===== config.mk =====
export PLATFORM = sky130hd
export DESIGN_NAME = enclosure_button
export DESIGN_NICKNAME = d
export VERILOG_FILES = /design/src/rtl/enclosure_button.sv
export SDC_FILE = /design/constraint.sdc
export NUM_CORES = 1
export LEC_CHECK = 0
export CORE_MARGIN = 3
export CORE_UTILIZATION = 58
export DETAILED_ROUTE_END_ITERATION = 6
export DONT_BUFFER_PORTS = 1
export PLACE_DENSITY_LB_ADDON = 0.25
export SYNTH_ARGS = -nofsm -noshare
export SYNTH_HDL_FRONTEND = slang
export SYNTH_SLANG_ARGS = --single-unit

===== constraint.sdc =====
create_clock -name SYSCLK -period 2.19 [get_ports SYSCLK]
set_clock_uncertainty 0.2 [all_clocks]
set_input_delay 0 -clock SYSCLK [delete_from_list [all_inputs] [get_ports SYSCLK]]
set_output_delay 0 -clock SYSCLK [all_outputs]
set_load 0.005 [all_outputs]

===== src/rtl/enclosure_button.sv =====
// Front-panel push-button reader: sync, debounce, short/long press
// classification, sticky status register and interrupt flag.
//
// Ports:
//   SYSCLK   system clock
//   RESET_N  asynchronous active-low reset
//   BTN0_N   raw button 0, active-low, asynchronous to SYSCLK
//   BTN1_N   raw button 1, active-low, asynchronous to SYSCLK
//   STS_CLR  write-1-to-clear strobe, aligned to BTN_REG bits
//   BTN_REG  status: per nibble {0, LONG, SHORT, pressed}
//   BTN_IRQ  registered OR of all sticky event bits
module enclosure_button #(
  parameter int CLK_FRQ     = 25000000,
  parameter int DB_CYCLES   = CLK_FRQ / 50,
  parameter int LONG_CYCLES = CLK_FRQ * 3
) (
  input  logic       SYSCLK,
  input  logic       RESET_N,
  input  logic       BTN0_N,
  input  logic       BTN1_N,
  input  logic [7:0] STS_CLR,
  output logic [7:0] BTN_REG,
  output logic       BTN_IRQ
);

  localparam int DW =
    (DB_CYCLES > 1) ? $clog2(DB_CYCLES) : 1;
  localparam int HW =
    (LONG_CYCLES > 1) ? $clog2(LONG_CYCLES) : 1;

  localparam logic [DW-1:0] DB_LAST =
    DW'(DB_CYCLES - 1);
  // hcnt reaches LONG_CYCLES-1 on the edge that
  // reports LONG, so the compare is one below that.
  localparam logic [HW-1:0] H_LAST =
    HW'(LONG_CYCLES - 2);

  typedef enum logic [1:0] {
    ST_IDLE,
    ST_PRESSED,
    ST_LONG
  } st_t;

  logic [1:0] raw_n;
  logic [3:0] nib [2];
  logic [1:0] stk;
  logic       unused_clr;

  assign raw_n = {BTN1_N, BTN0_N};

  assign unused_clr = ^{STS_CLR[7], STS_CLR[4],
                        STS_CLR[3], STS_CLR[0]};

  for (genvar n = 0; n < 2; n++) begin : g_ch
    logic          s1_n;
    logic          s2_n;
    logic          s;
    logic          db;
    logic [DW-1:0] dcnt;
    logic [HW-1:0] hcnt;
    st_t           st;
    logic          sh_q;
    logic          lg_q;
    logic          ev_sh;
    logic          ev_lg;

    // Flops keep raw polarity so reset means
    // released; s is the pressed view.
    always_ff @(posedge SYSCLK or negedge RESET_N) begin
      if (!RESET_N) begin
        s1_n <= 1'b1;
        s2_n <= 1'b1;
      end else begin
        s1_n <= raw_n[n];
        s2_n <= s1_n;
      end
    end

    assign s = ~s2_n;

    always_ff @(posedge SYSCLK or negedge RESET_N) begin
      if (!RESET_N) begin
        db   <= 1'b0;
        dcnt <= '0;
      end else if (s == db) begin
        dcnt <= '0;
      end else if (dcnt == DB_LAST) begin
        db   <= s;
        dcnt <= '0;
      end else begin
        dcnt <= dcnt + DW'(1);
      end
    end

    always_comb begin
      ev_sh = 1'b0;
      ev_lg = 1'b0;
      if (st == ST_PRESSED) begin
        ev_sh = ~db;
        ev_lg = db & (hcnt == H_LAST);
      end
    end

    always_ff @(posedge SYSCLK or negedge RESET_N) begin
      if (!RESET_N) begin
        st   <= ST_IDLE;
        hcnt <= '0;
      end else begin
        unique case (st)
          ST_IDLE: begin
            if (db) begin
              st   <= ST_PRESSED;
              hcnt <= '0;
            end
          end
          ST_PRESSED: begin
            if (!db) begin
              st <= ST_IDLE;
            end else begin
              hcnt <= hcnt + HW'(1);
              if (hcnt == H_LAST) begin
                st <= ST_LONG;
              end
            end
          end
          ST_LONG: begin
            if (!db) begin
              st <= ST_IDLE;
            end
          end
          default: st <= ST_IDLE;
        endcase
      end
    end

    // Set beats clear so an event is never lost.
    always_ff @(posedge SYSCLK or negedge RESET_N) begin
      if (!RESET_N) begin
        sh_q <= 1'b0;
        lg_q <= 1'b0;
      end else begin
        sh_q <= ev_sh |
                (sh_q & ~STS_CLR[4*n+1]);
        lg_q <= ev_lg |
                (lg_q & ~STS_CLR[4*n+2]);
      end
    end

    assign nib[n] = {1'b0, lg_q, sh_q, db};
    assign stk[n] = sh_q | lg_q;
  end

  assign BTN_REG = {nib[1], nib[0]};

  always_ff @(posedge SYSCLK or negedge RESET_N) begin
    if (!RESET_N) begin
      BTN_IRQ <= 1'b0;
    end else begin
      BTN_IRQ <= |stk;
    end
  end

endmodule


==> out/summary.txt <==
RSZ-0062 raised after global routing: yes
CTS tree: yes
Initial DRC Count: 262
Post-Syn Area: 5592 µm²
Synth area leaders: dfrtp_1, or4_1, o31ai_1, nand4_1, xnor2_1
fin worst setup slack: 0.02711 ns
failing checks: hold timing
most common cell after layout, fill and taps aside: dfrtp_1
Top Ports: 21
Fin Hold WS: -0.8912 ns
Vias/cell: 6.136
first-pass GRT wire length: 20,880 µm
via count: 4,639
Remaining DRCs: 0
placed inst area: 5887 µm²
outcome: finished with violations
Core Region: 9284 µm²
vias in the first global route: 4,491
DP Worst Slack: -0.03667 ns
full die area: 10,850 µm²
area grow syn2layout: 11.41%
Buffers on Ports: 0
row cnt: 35
HP Class: input port to async pin
post-synthesis sequential area ratio: 47.97%
Worst-Margin Slew: 0.4945 ns
Slew HR: 66.73%
Worst setup EP type: flip-flop
routability congestion estimate: 0.8707
count of flip-flops with a built-in enable after synthesis: 0
CTS sink count: 107
starting density of the core: 60.23%
layout net count: 640
maximum number of pins on one net before global-route repair: 108
Pleak: 0.002484 µW
post-synthesis cell type count: 46
period utilisation layout: 98.76%
Max Fclk: 0.4623 GHz
chip height: 104.2 µm
Root Driver: clkbuf_8
minimum clock period: 2.163 ns
Post-synth ARST share: 100.0%
register area: 2683 µm²
Syn Inst Count: 594
die width: 104.2 µm
GRT Util Overall: 23.04%
Longest Clk Path Bufs: 2
global route overflow: 0
Setup Viol. Count Final: 0
power density over cell area: 512.5 nW/µm²
Mean Syn Cell Area: 9.413 µm²
Multi-input gate area: 2744 µm²
drt pass-1 iters: 5
CP required: 2.30 ns
final-report max-slew violation count: 0
Fin. Hold Viols: 107
H-tree levels: 3
initial antenna violation count: 0
Worst EP arrival: 2.28 ns
crit-path max FO: 6
number of fill cells in the layout: 741
peak supply drop: 0.0003262 V
total wire length: 12,160 µm
Setup Crit Path Kind: flip-flop to flip-flop
share of post-route cells with drive strength above 1: 12.44%
DPL Wire Length: 8137 µm
Main synth FF type: dfrtp_1
clock-pin slew of the registers on the worst-case setup and hold paths: 0.10 ns
CTS buffer count: 9
ant diodes: 0
post-DR wirelength/cell: 16.09 µm
most frequent cells in the layout: dfrtp_1, nor2_1, nand2_1, buf_4, nand3_1
leading area contributor after synthesis: dfrtp_1
later-pin clock latency in the skew report: 0.37 ns
CP startpoint kind: flip-flop
cell area after layout: 6230 µm²
CTS Hold Bufs: 8
top-area cell type share of the netlist area: 46.10%
Max Cap Viol: 0
ANT nets after route: 0
Ys Warns: 0
Yosys reg bits: 107
==> cell usage after synthesis, types with 2 or more instances <==
library cell,n
a21oi_1,37
a22o_1,2
and2_1,7
and3_1,5
and4_1,15
buf_2,2
buf_4,8
clkbuf_1,23
dfrtp_1,103
dfstp_2,4
ha_1,6
inv_1,14
mux2i_1,9
nand2_1,47
nand2b_1,5
nand3_1,37
nand4_1,32
nor2_1,50
nor2b_1,4
nor3_1,10
nor4_1,12
nor4b_1,5
nor4bb_1,2
o211ai_1,3
o21a_1,4
o21ai_0,24
o22ai_1,3
o31ai_1,27
o32ai_1,2
or2_2,2
or3_1,13
or4_1,28
or4b_2,2
xnor2_1,22
xor2_1,14
==> logic make-up after synthesis <==
logic type                 Yosys count  synth area share, %
AOI/OAI and AO/OA                  105                11.39
xor gates and xnor gates            36                5.639
other                                1              0.06706
and+or+nand+nor                    282                28.17
DFF                                107                47.97
muxes                                9                1.611
buffers and inverters               48                3.804
adders and majority gates            6                1.343
==> where the power goes <==
| group | total, µW | switching, µW | internal, µW |
|---|---|---|---|
| combinational | 52.3 | 26.7 | 25.6 |
| clock | 1140 | 712 | 427 |
| sequential | 2000 | 11.8 | 1990 |
==> final timing paths <==
check | startpoint | slack [ns] | depth (start not counted) | end
min in group SYSCLK | STS_CLR[5] | 0.05 | 2 | g_ch[1].sh_q$_DFF_PN0_
max in group asynchronous | RESET_N | 2.45 | 0 | g_ch[0].s1_n$_DFF_PN1_
max reg2reg | g_ch[0].hcnt[5]$_DFFE_PN0P_ | 0.03 | 6 | g_ch[0].hcnt[17]$_DFFE_PN0P_
min | RESET_N | -0.89 | 0 | g_ch[1].hcnt[17]$_DFFE_PN0P_
min reg2reg | g_ch[0].s1_n$_DFF_PN1_ | 0.16 | 0 | g_ch[0].s2_n$_DFF_PN1_
max | g_ch[0].hcnt[5]$_DFFE_PN0P_ | 0.03 | 6 | g_ch[0].hcnt[17]$_DFFE_PN0P_
==> repair_timing <==
action / CTS / global route
endpoints found under the setup margin: 5 / 10
cloned: 1 / 0
hold endpoints to repair: 113 / 107
pin swaps: 2 / 4
setup buffers: 3 / 1
gates resized for setup: 2 / 12
==> registers in the layout, summed over array words and instances (netlist names) <==
| name | count |
|---|---|
| g_ch.st | 4 |
| BTN_IRQ | 1 |
| g_ch.sh_q | 2 |
| g_ch.lg_q | 2 |
| g_ch.db | 2 |
| g_ch.hcnt | 54 |
| g_ch.s1_n | 2 |
| g_ch.s2_n | 2 |
| g_ch.dcnt | 38 |
==> area by class of cell <==
| type | instances | area share [%] |
|---|---|---|
| Multi-Input combinational cell | 440 | 44.04 |
| Sequential cell | 107 | 43.06 |
| Timing Repair Buffer | 50 | 6.608 |
| Tap cell | 129 | 2.591 |
| Clock buffer | 10 | 2.049 |
| Inverter | 14 | 0.8435 |
| Clock inverter | 6 | 0.8034 |
==> metrics by stage <==
stage,total power [µW],cells,utilization [%],setup TNS [ns]
3_5_place_dp,2081,727,63.41,-0.1245
3_3_place_gp,2078,727,63.41,0
6_report,3193,756,67.10,0
2_1_floorplan,2070,595,-,0
4_1_cts,3221,755,66.56,0
5_1_grt,3305,756,67.10,-0.1114
==> critical path, cell delays in order, from the launching register on <==
cell and delay (ns):
dfrtp_1 0.44, nand2_2 0.08, or4_4 0.56, buf_4 0.18
buf_4 0.14, or3_1 0.36, a21oi_2 0.13
==> routing by layer <==
| metal | routed length, µm | global-route usage, % | up-vias |
|---|---|---|---|
| met5 | 0 | 0 | - |
| met4 | 190 | 7.217 | 0 |
| met3 | 695 | 4.780 | 20 |
| met2 | 5790 | 37.70 | 128 |
| met1 | 5487 | 30.99 | 2241 |
| li1 | - | - | 2250 |
(Power assumes the default switching activity.)
